<file path="src/rtl/can_crc_pkg.sv">
//------------------------------------------------------------------------------
// Module  : can_crc_pkg
// Purpose : Shared definitions for the CAN serial CRC engine: sequencing state
//           encoding, CAN CRC-15 default constants and the single-bit CRC
//           update function used by the register datapath and the result check.
// Ports   : none (package)
// Rev     : 1.0 - initial release
//------------------------------------------------------------------------------
`default_nettype none

package can_crc_pkg;

  localparam int                 CAN_CRC15_WIDTH = 15;
  localparam logic [14:0]        CAN_CRC15_POLY  = 15'h4599;

  typedef enum logic [2:0] {
    ST_IDLE  = 3'd0,
    ST_CALC  = 3'd1,
    ST_SHIFT = 3'd2,
    ST_CHECK = 3'd3,
    ST_DONE  = 3'd4
  } crc_state_t;

  // One bit of the CRC recurrence on a register of width w (2..32), carried
  // in a 32-bit container. Bits above w are forced to zero in the result.
  function automatic logic [31:0] crc_step(
    input logic [31:0] crc,
    input logic        din,
    input logic [31:0] poly,
    input logic [5:0]  w
  );
    logic        fb;
    logic [31:0] mask;
    // w=32 wraps the 5-bit index to 31, the correct MSB position.
    fb   = din ^ crc[5'(w - 6'd1)];
    mask = w[5] ? 32'hFFFF_FFFF : ((32'd1 << w) - 32'd1);
    return ({crc[30:0], 1'b0} ^ (fb ? poly : 32'd0)) & mask;
  endfunction

endpackage

`default_nettype wire

</file>
<file path="src/rtl/can_crc_lfsr.sv">
//------------------------------------------------------------------------------
// Module  : can_crc_lfsr
// Purpose : Parametrised CRC register. Priority load > step > shift.
// Ports   : clock, reset_n (async, active low)
//           i_load  - load INIT
//           i_step  - apply the CRC recurrence with i_din
//           i_shift - shift left one place, zero fill (CRC serialisation)
//           i_din   - serial data bit for i_step
//           o_crc   - current register value
// Rev     : 1.0 - initial release
//------------------------------------------------------------------------------
`default_nettype none

module can_crc_lfsr
  import can_crc_pkg::*;
#(
  parameter int               WIDTH = 15,
  parameter logic [WIDTH-1:0] POLY  = CAN_CRC15_POLY,
  parameter logic [WIDTH-1:0] INIT  = '0
) (
  input  logic             clock,
  input  logic             reset_n,
  input  logic             i_load,
  input  logic             i_step,
  input  logic             i_shift,
  input  logic             i_din,
  output logic [WIDTH-1:0] o_crc
);

  logic [WIDTH-1:0] r_crc;
  logic [31:0]      w_step_full;
  logic             w_unused_step_hi;

  assign w_step_full      = crc_step(32'(r_crc), i_din, 32'(POLY), 6'(WIDTH));
  // Upper container bits are always zero; folded here only to consume them.
  assign w_unused_step_hi = ^w_step_full;

  always_ff @(posedge clock or negedge reset_n) begin
    if (!reset_n) begin
      r_crc <= INIT;
    end else if (i_load) begin
      r_crc <= INIT;
    end else if (i_step) begin
      r_crc <= w_step_full[WIDTH-1:0];
    end else if (i_shift) begin
      r_crc <= {r_crc[WIDTH-2:0], 1'b0};
    end
  end

  assign o_crc = r_crc;

endmodule

`default_nettype wire

</file>
<file path="src/rtl/can_crc_engine.sv">
//------------------------------------------------------------------------------
// Module  : can_crc_engine
// Purpose : Serial CRC engine for the CAN bit-stream path. Computes the CRC
//           over destuffed frame data bits, then either serialises it (tx) or
//           runs the received CRC field through the register and checks for a
//           zero residue (rx).
// Ports   : clock, reset_n (async, active low)
//           start, tx_mode, enable, data_in, data_end   - control/data inputs
//           crc, crc_bit_out, crc_bit_valid              - CRC register / tx bit
//           busy, done, crc_ok, crc_error                - status
//           bit_count                                    - data bits consumed
// Config  : CAN_CRC_BITCOUNT_EN - when defined, bit_count counts data bits
//           consumed in CALC (saturating); otherwise bit_count is tied to 0.
// Rev     : 1.0 - initial release
//------------------------------------------------------------------------------
`default_nettype none

module can_crc_engine
  import can_crc_pkg::*;
#(
  parameter int                   CRC_WIDTH = CAN_CRC15_WIDTH,
  parameter logic [CRC_WIDTH-1:0] CRC_POLY  = CAN_CRC15_POLY,
  parameter logic [CRC_WIDTH-1:0] CRC_INIT  = '0,
  parameter int                   CNT_WIDTH = 7
) (
  input  logic                 clock,
  input  logic                 reset_n,
  input  logic                 start,
  input  logic                 tx_mode,
  input  logic                 enable,
  input  logic                 data_in,
  input  logic                 data_end,
  output logic [CRC_WIDTH-1:0] crc,
  output logic                 crc_bit_out,
  output logic                 crc_bit_valid,
  output logic                 busy,
  output logic                 done,
  output logic                 crc_ok,
  output logic                 crc_error,
  output logic [CNT_WIDTH-1:0] bit_count
);

  localparam int                  c_SCNT_W = (CRC_WIDTH > 2) ? $clog2(CRC_WIDTH) : 1;
  localparam logic [c_SCNT_W-1:0] c_LAST   = c_SCNT_W'(CRC_WIDTH - 1);

  crc_state_t            r_state;
  crc_state_t            w_state_nxt;
  logic                  r_tx_mode;
  logic [c_SCNT_W-1:0]   r_cnt;
  logic [c_SCNT_W-1:0]   w_cnt_nxt;
  logic                  r_crc_ok;
  logic                  r_crc_error;
  logic                  w_load;
  logic                  w_step;
  logic                  w_shift;
  logic                  w_last;
  logic [CRC_WIDTH-1:0]  w_crc;
  logic [31:0]           w_chk_full;
  logic                  w_chk_zero;

  can_crc_lfsr #(
    .WIDTH (CRC_WIDTH),
    .POLY  (CRC_POLY),
    .INIT  (CRC_INIT)
  ) u_lfsr (
    .clock   (clock),
    .reset_n (reset_n),
    .i_load  (w_load),
    .i_step  (w_step),
    .i_shift (w_shift),
    .i_din   (data_in),
    .o_crc   (w_crc)
  );

  // Residue after the final CHECK bit, so the verdict matches the value the
  // register will hold once the last received CRC bit is absorbed.
  assign w_chk_full = crc_step(32'(w_crc), data_in, 32'(CRC_POLY), 6'(CRC_WIDTH));
  assign w_chk_zero = (w_chk_full == 32'd0);

  always_comb begin
    w_state_nxt = r_state;
    w_cnt_nxt   = r_cnt;
    w_load      = 1'b0;
    w_step      = 1'b0;
    w_shift     = 1'b0;
    w_last      = 1'b0;
    if (start) begin
      w_state_nxt = ST_CALC;
      w_load      = 1'b1;
      w_cnt_nxt   = '0;
    end else begin
      case (r_state)
        ST_CALC: begin
          // A bit strobed together with data_end is still consumed.
          w_step = enable;
          if (data_end) begin
            w_state_nxt = r_tx_mode ? ST_SHIFT : ST_CHECK;
            w_cnt_nxt   = '0;
          end
        end
        ST_SHIFT, ST_CHECK: begin
          if (enable) begin
            w_shift = (r_state == ST_SHIFT);
            w_step  = (r_state == ST_CHECK);
            if (r_cnt == c_LAST) begin
              w_last      = 1'b1;
              w_state_nxt = ST_DONE;
              w_cnt_nxt   = '0;
            end else begin
              w_cnt_nxt = r_cnt + c_SCNT_W'(1);
            end
          end
        end
        ST_DONE: begin
          w_state_nxt = ST_IDLE;
        end
        default: begin
          w_state_nxt = ST_IDLE;
        end
      endcase
    end
  end

  always_ff @(posedge clock or negedge reset_n) begin
    if (!reset_n) begin
      r_state     <= ST_IDLE;
      r_cnt       <= '0;
      r_tx_mode   <= 1'b0;
      r_crc_ok    <= 1'b0;
      r_crc_error <= 1'b0;
    end else begin
      r_state <= w_state_nxt;
      r_cnt   <= w_cnt_nxt;
      if (start) begin
        r_tx_mode   <= tx_mode;
        r_crc_ok    <= 1'b0;
        r_crc_error <= 1'b0;
      end else if (w_last && (r_state == ST_CHECK)) begin
        r_crc_ok    <= w_chk_zero;
        r_crc_error <= !w_chk_zero;
      end
    end
  end

`ifdef CAN_CRC_BITCOUNT_EN
  logic [CNT_WIDTH-1:0] r_bit_count;

  always_ff @(posedge clock or negedge reset_n) begin
    if (!reset_n) begin
      r_bit_count <= '0;
    end else if (start) begin
      r_bit_count <= '0;
    end else if ((r_state == ST_CALC) && enable && !(&r_bit_count)) begin
      r_bit_count <= r_bit_count + CNT_WIDTH'(1);
    end
  end

  assign bit_count = r_bit_count;
`else
  assign bit_count = '0;
`endif

  assign crc           = w_crc;
  assign crc_bit_valid = (r_state == ST_SHIFT);
  assign crc_bit_out   = (r_state == ST_SHIFT) & w_crc[CRC_WIDTH-1];
  assign busy          = (r_state == ST_CALC) || (r_state == ST_SHIFT) || (r_state == ST_CHECK);
  assign done          = (r_state == ST_DONE);
  assign crc_ok        = r_crc_ok;
  assign crc_error     = r_crc_error;

endmodule

`default_nettype wire
</file>
<file path="config.mk">
export PLATFORM = sky130hd
export DESIGN_NAME = can_crc_engine
export DESIGN_NICKNAME = d
export VERILOG_FILES = /design/src/rtl/can_crc_pkg.sv /design/src/rtl/can_crc_lfsr.sv /design/src/rtl/can_crc_engine.sv
export SDC_FILE = /design/constraint.sdc
export NUM_CORES = 1
export LEC_CHECK = 0
export CAP_MARGIN = 10
export CORE_ASPECT_RATIO = 1.4
export CORE_MARGIN = 10
export CORE_UTILIZATION = 35
export DETAILED_ROUTE_END_ITERATION = 7
export GPL_TIMING_DRIVEN = 0
export RECOVER_POWER = 100
export SKIP_CTS_REPAIR_TIMING = 1
export SYNTH_ARGS = -nofsm -noshare
export SYNTH_HDL_FRONTEND = slang
export SYNTH_SLANG_ARGS = --single-unit
</file>
<file path="constraint.sdc">
create_clock -name clock -period 1.85 [get_ports clock]
set_input_delay 0.185 -clock clock [delete_from_list [all_inputs] [get_ports clock]]
set_output_delay 0.185 -clock clock [all_outputs]
set_load 0.01 [all_outputs]
</file>
==> impl_metrics.tcl <==
set metrics [dict create \
    status "complete, no violations" \
    synthCells 117 \
    place_hpwl_mm 2.41 \
    die_height_um 92.5 \
    routed_wl_mm 3.20 \
    tightest_slew_ps 941 \
    overflow 0 \
    synth_ff_type "dfrtp_1" \
    r2r_end "crc_error$_DFFE_PN0P_" \
    ys_seq_elements 25 \
    fin_nets 165 \
    grt_start_max_net_pins 26 \
    cts_inserted_buffers 3 \
    clock_sinks 25 \
    place.gp.congestion 0.746 \
    setup_violations 0 \
    via_count 994 \
    finalCritPeriodShare_pct 93.6 \
    ff2ff_path_depth 4 \
    place_area_mm2 0.00166 \
    synth_warnings 0 \
    fp-row-count 26 \
    skew_ps 2.84 \
    viasPerCell 5.05 \
    ioPinCount 35 \
    utilization_pct 46.7 \
    drv_slew 0 \
    fill_cells 366 \
    clock_latency_ps 260 \
    relSlewSlack_pct 37.2 \
    cp-start-kind "input port" \
    rsz0062_at_grt "false" \
    fmax_ghz 0.578 \
    avgSynthCellArea_um2 11.2 \
    syn_area_mm2 0.00131 \
    start_util_pct 36.1 \
    p_leak_nw 0.846 \
    portBuffers 27 \
    cp.required_ps 2010 \
    grtUsageTotal_pct 9.62 \
    cts_tree "built" \
    routedWlPerCell_um 16.2 \
    timing_worst_setup_path_type "input port to flop" \
    p_total_w 0.00107 \
    critPathMaxFanout 7 \
    clk_path_buf_depth 2 \
    rrSetupSlack_ps 180 \
    grt_pass1_vias 1040 \
    coreArea_mm2 0.00364 \
    drc_errors 0 \
    hold_slack_ps 258 \
    ys_seq_area_share_pct 47.6 \
    clk_pin_slew_worst_paths_ps 80 \
    final_layout_size_suffix_gt1_share_pct 16.8 \
    htree_levels 1 \
    dr.pass1.iters 5 \
    min_path_type "input port to async pin" \
    synth-edff-count 0 \
    hold_viol 0 \
    die_area_mm2 0.00664 \
    p_per_area_mw_per_mm2 629 \
    syn_to_final_growth_pct 29.4 \
    die_w_um 71.8 \
    reg2reg_from "u_lfsr.o_crc[7]$_DFFE_PN0P_" \
    tns_ps 0 \
    cts_root_buf "clkbuf_8" \
    arrival_ps 1890 \
    ir_drop_mv 0.349 \
    ys_async_sr_fraction_pct 100 \
    antenna_found_initial 0 \
    cap_violations 0 \
    initialDrtViolationCount 116 \
    period_needed_ps 1730 \
    worstSetupEndpointType "flop" \
    stdcell_area_mm2 0.00170 \
    postRouteAntennaNets 0 \
    insertedDiodeCount 0 \
    grt_pass1_wl_mm 5.22 \
    synth_cell_types 35 \
]
power breakdown:
part | internal, W | leakage (nW) | switching (W)
clock | 0.000154 | 0.0228 | 0.000166
combinational | 0.0000822 | 0.484 | 0.0000911
sequential | 0.000562 | 0.339 | 0.0000144
total | 0.000798 | 0.846 | 0.000271
synthesized netlist by cell type, types with 2 or more instances:
library cell	instances	area, um2
nor4_1	3	18.8
nor3b_1	2	15.0
or4_1	2	15.0
nand3b_1	2	15.0
mux2_2	3	33.8
ha_1	2	25.0
nor2_1	5	18.8
nand2_1	5	18.8
nor3_1	4	20.0
a21oi_1	4	20.0
xnor2_1	2	17.5
a22o_1	14	123
nand4_1	3	18.8
dfrtp_1	25	626
buf_2	4	20.0
nand3_1	4	20.0
inv_1	3	11.3
xnor2_2	6	97.6
buf_4	8	60.1
state kept, by name, indices dropped and copies added (netlist names):
signal and count:
crc_error 1, crc_ok 1, r_cnt 4, r_state 3
r_tx_mode 1, u_lfsr.o_crc 15
worst max-delay path, cell delays in order:
cell and delay [ps]:
clkdlybuf4s50_1 600, nand2_1 110, or4_1 500, buf_6 180
xnor2_1 130, a22o_1 190
layer usage:
metal  routed length [um]  vias to the layer above  part of all wire, %  global-route usage [%]
met1                 1310                      479                   41                    10.7
met3                  310                        4                  9.7                    4.81
met5                    0                        -                    0                       0
met4                   34                        0                  1.1                    3.40
li1                     -                      483                    -                       -
met2                 1540                       28                   48                    15.4
worst max-delay path by stage:
stage                                            start                      endpoint
after CTS                       r_state[2]$_DFFE_PN0P_                   crc_bit_out
after global routing                            enable   u_lfsr.o_crc[7]$_DFFE_PN0P_
after detailed placement                        enable   u_lfsr.o_crc[4]$_DFFE_PN0P_
final                                           enable   u_lfsr.o_crc[4]$_DFFE_PN0P_
after global placement                          enable   u_lfsr.o_crc[7]$_DFFE_PN0P_
after floorplan           u_lfsr.o_crc[14]$_DFFE_PN0P_  u_lfsr.o_crc[10]$_DFFE_PN0P_
cell families after synthesis:
logic type               after synthesis  share of synthesized area, %
AO/OA/AOI/OAI                         24                          14.4
buffers and inverters                 17                          8.10
flip-flops                            25                          47.6
other                                  1                         0.285
multiplexers                           4                          3.33
AND/OR/NAND/NOR                       36                          15.6
adder cells (fa/ha/maj)                2                          1.90
XOR/XNOR                               8                          8.76
final cells by class:
class | instances | area, um2 | share of cell area, %
inverters | 3 | 11.3 | 0.662
plain buffers | 14 | 97.6 | 5.74
well taps | 42 | 52.6 | 3.09
repair buffers | 28 | 270 | 15.9
multi-input cells | 81 | 598 | 35.2
clock buffers | 4 | 45.0 | 2.65
flip-flops and latches | 25 | 626 | 36.8
cells in the final DEF, fill, tap and decap left out, types with 4 or more instances in the layout:
cell type,count
nor2_1,5
clkbuf_1,4
a21oi_1,4
dlygate4sd3_1,19
xnor2_1,5
a22o_1,14
buf_4,8
conb_1,7
dfrtp_1,25
nand2_1,5
clkdlybuf4s50_1,5
nand3_1,4
metrics by stage:
| stage | instances | worst slack [ps] |
|---|---|---|
| after CTS | 196 | -137 |
| after floorplan | 123 | 279 |
| after global placement | 192 | -174 |
| final | 197 | 119 |
| after detailed placement | 192 | -176 |
| after global routing | 197 | 31.5 |
Power figures use the tool's default switching activity.
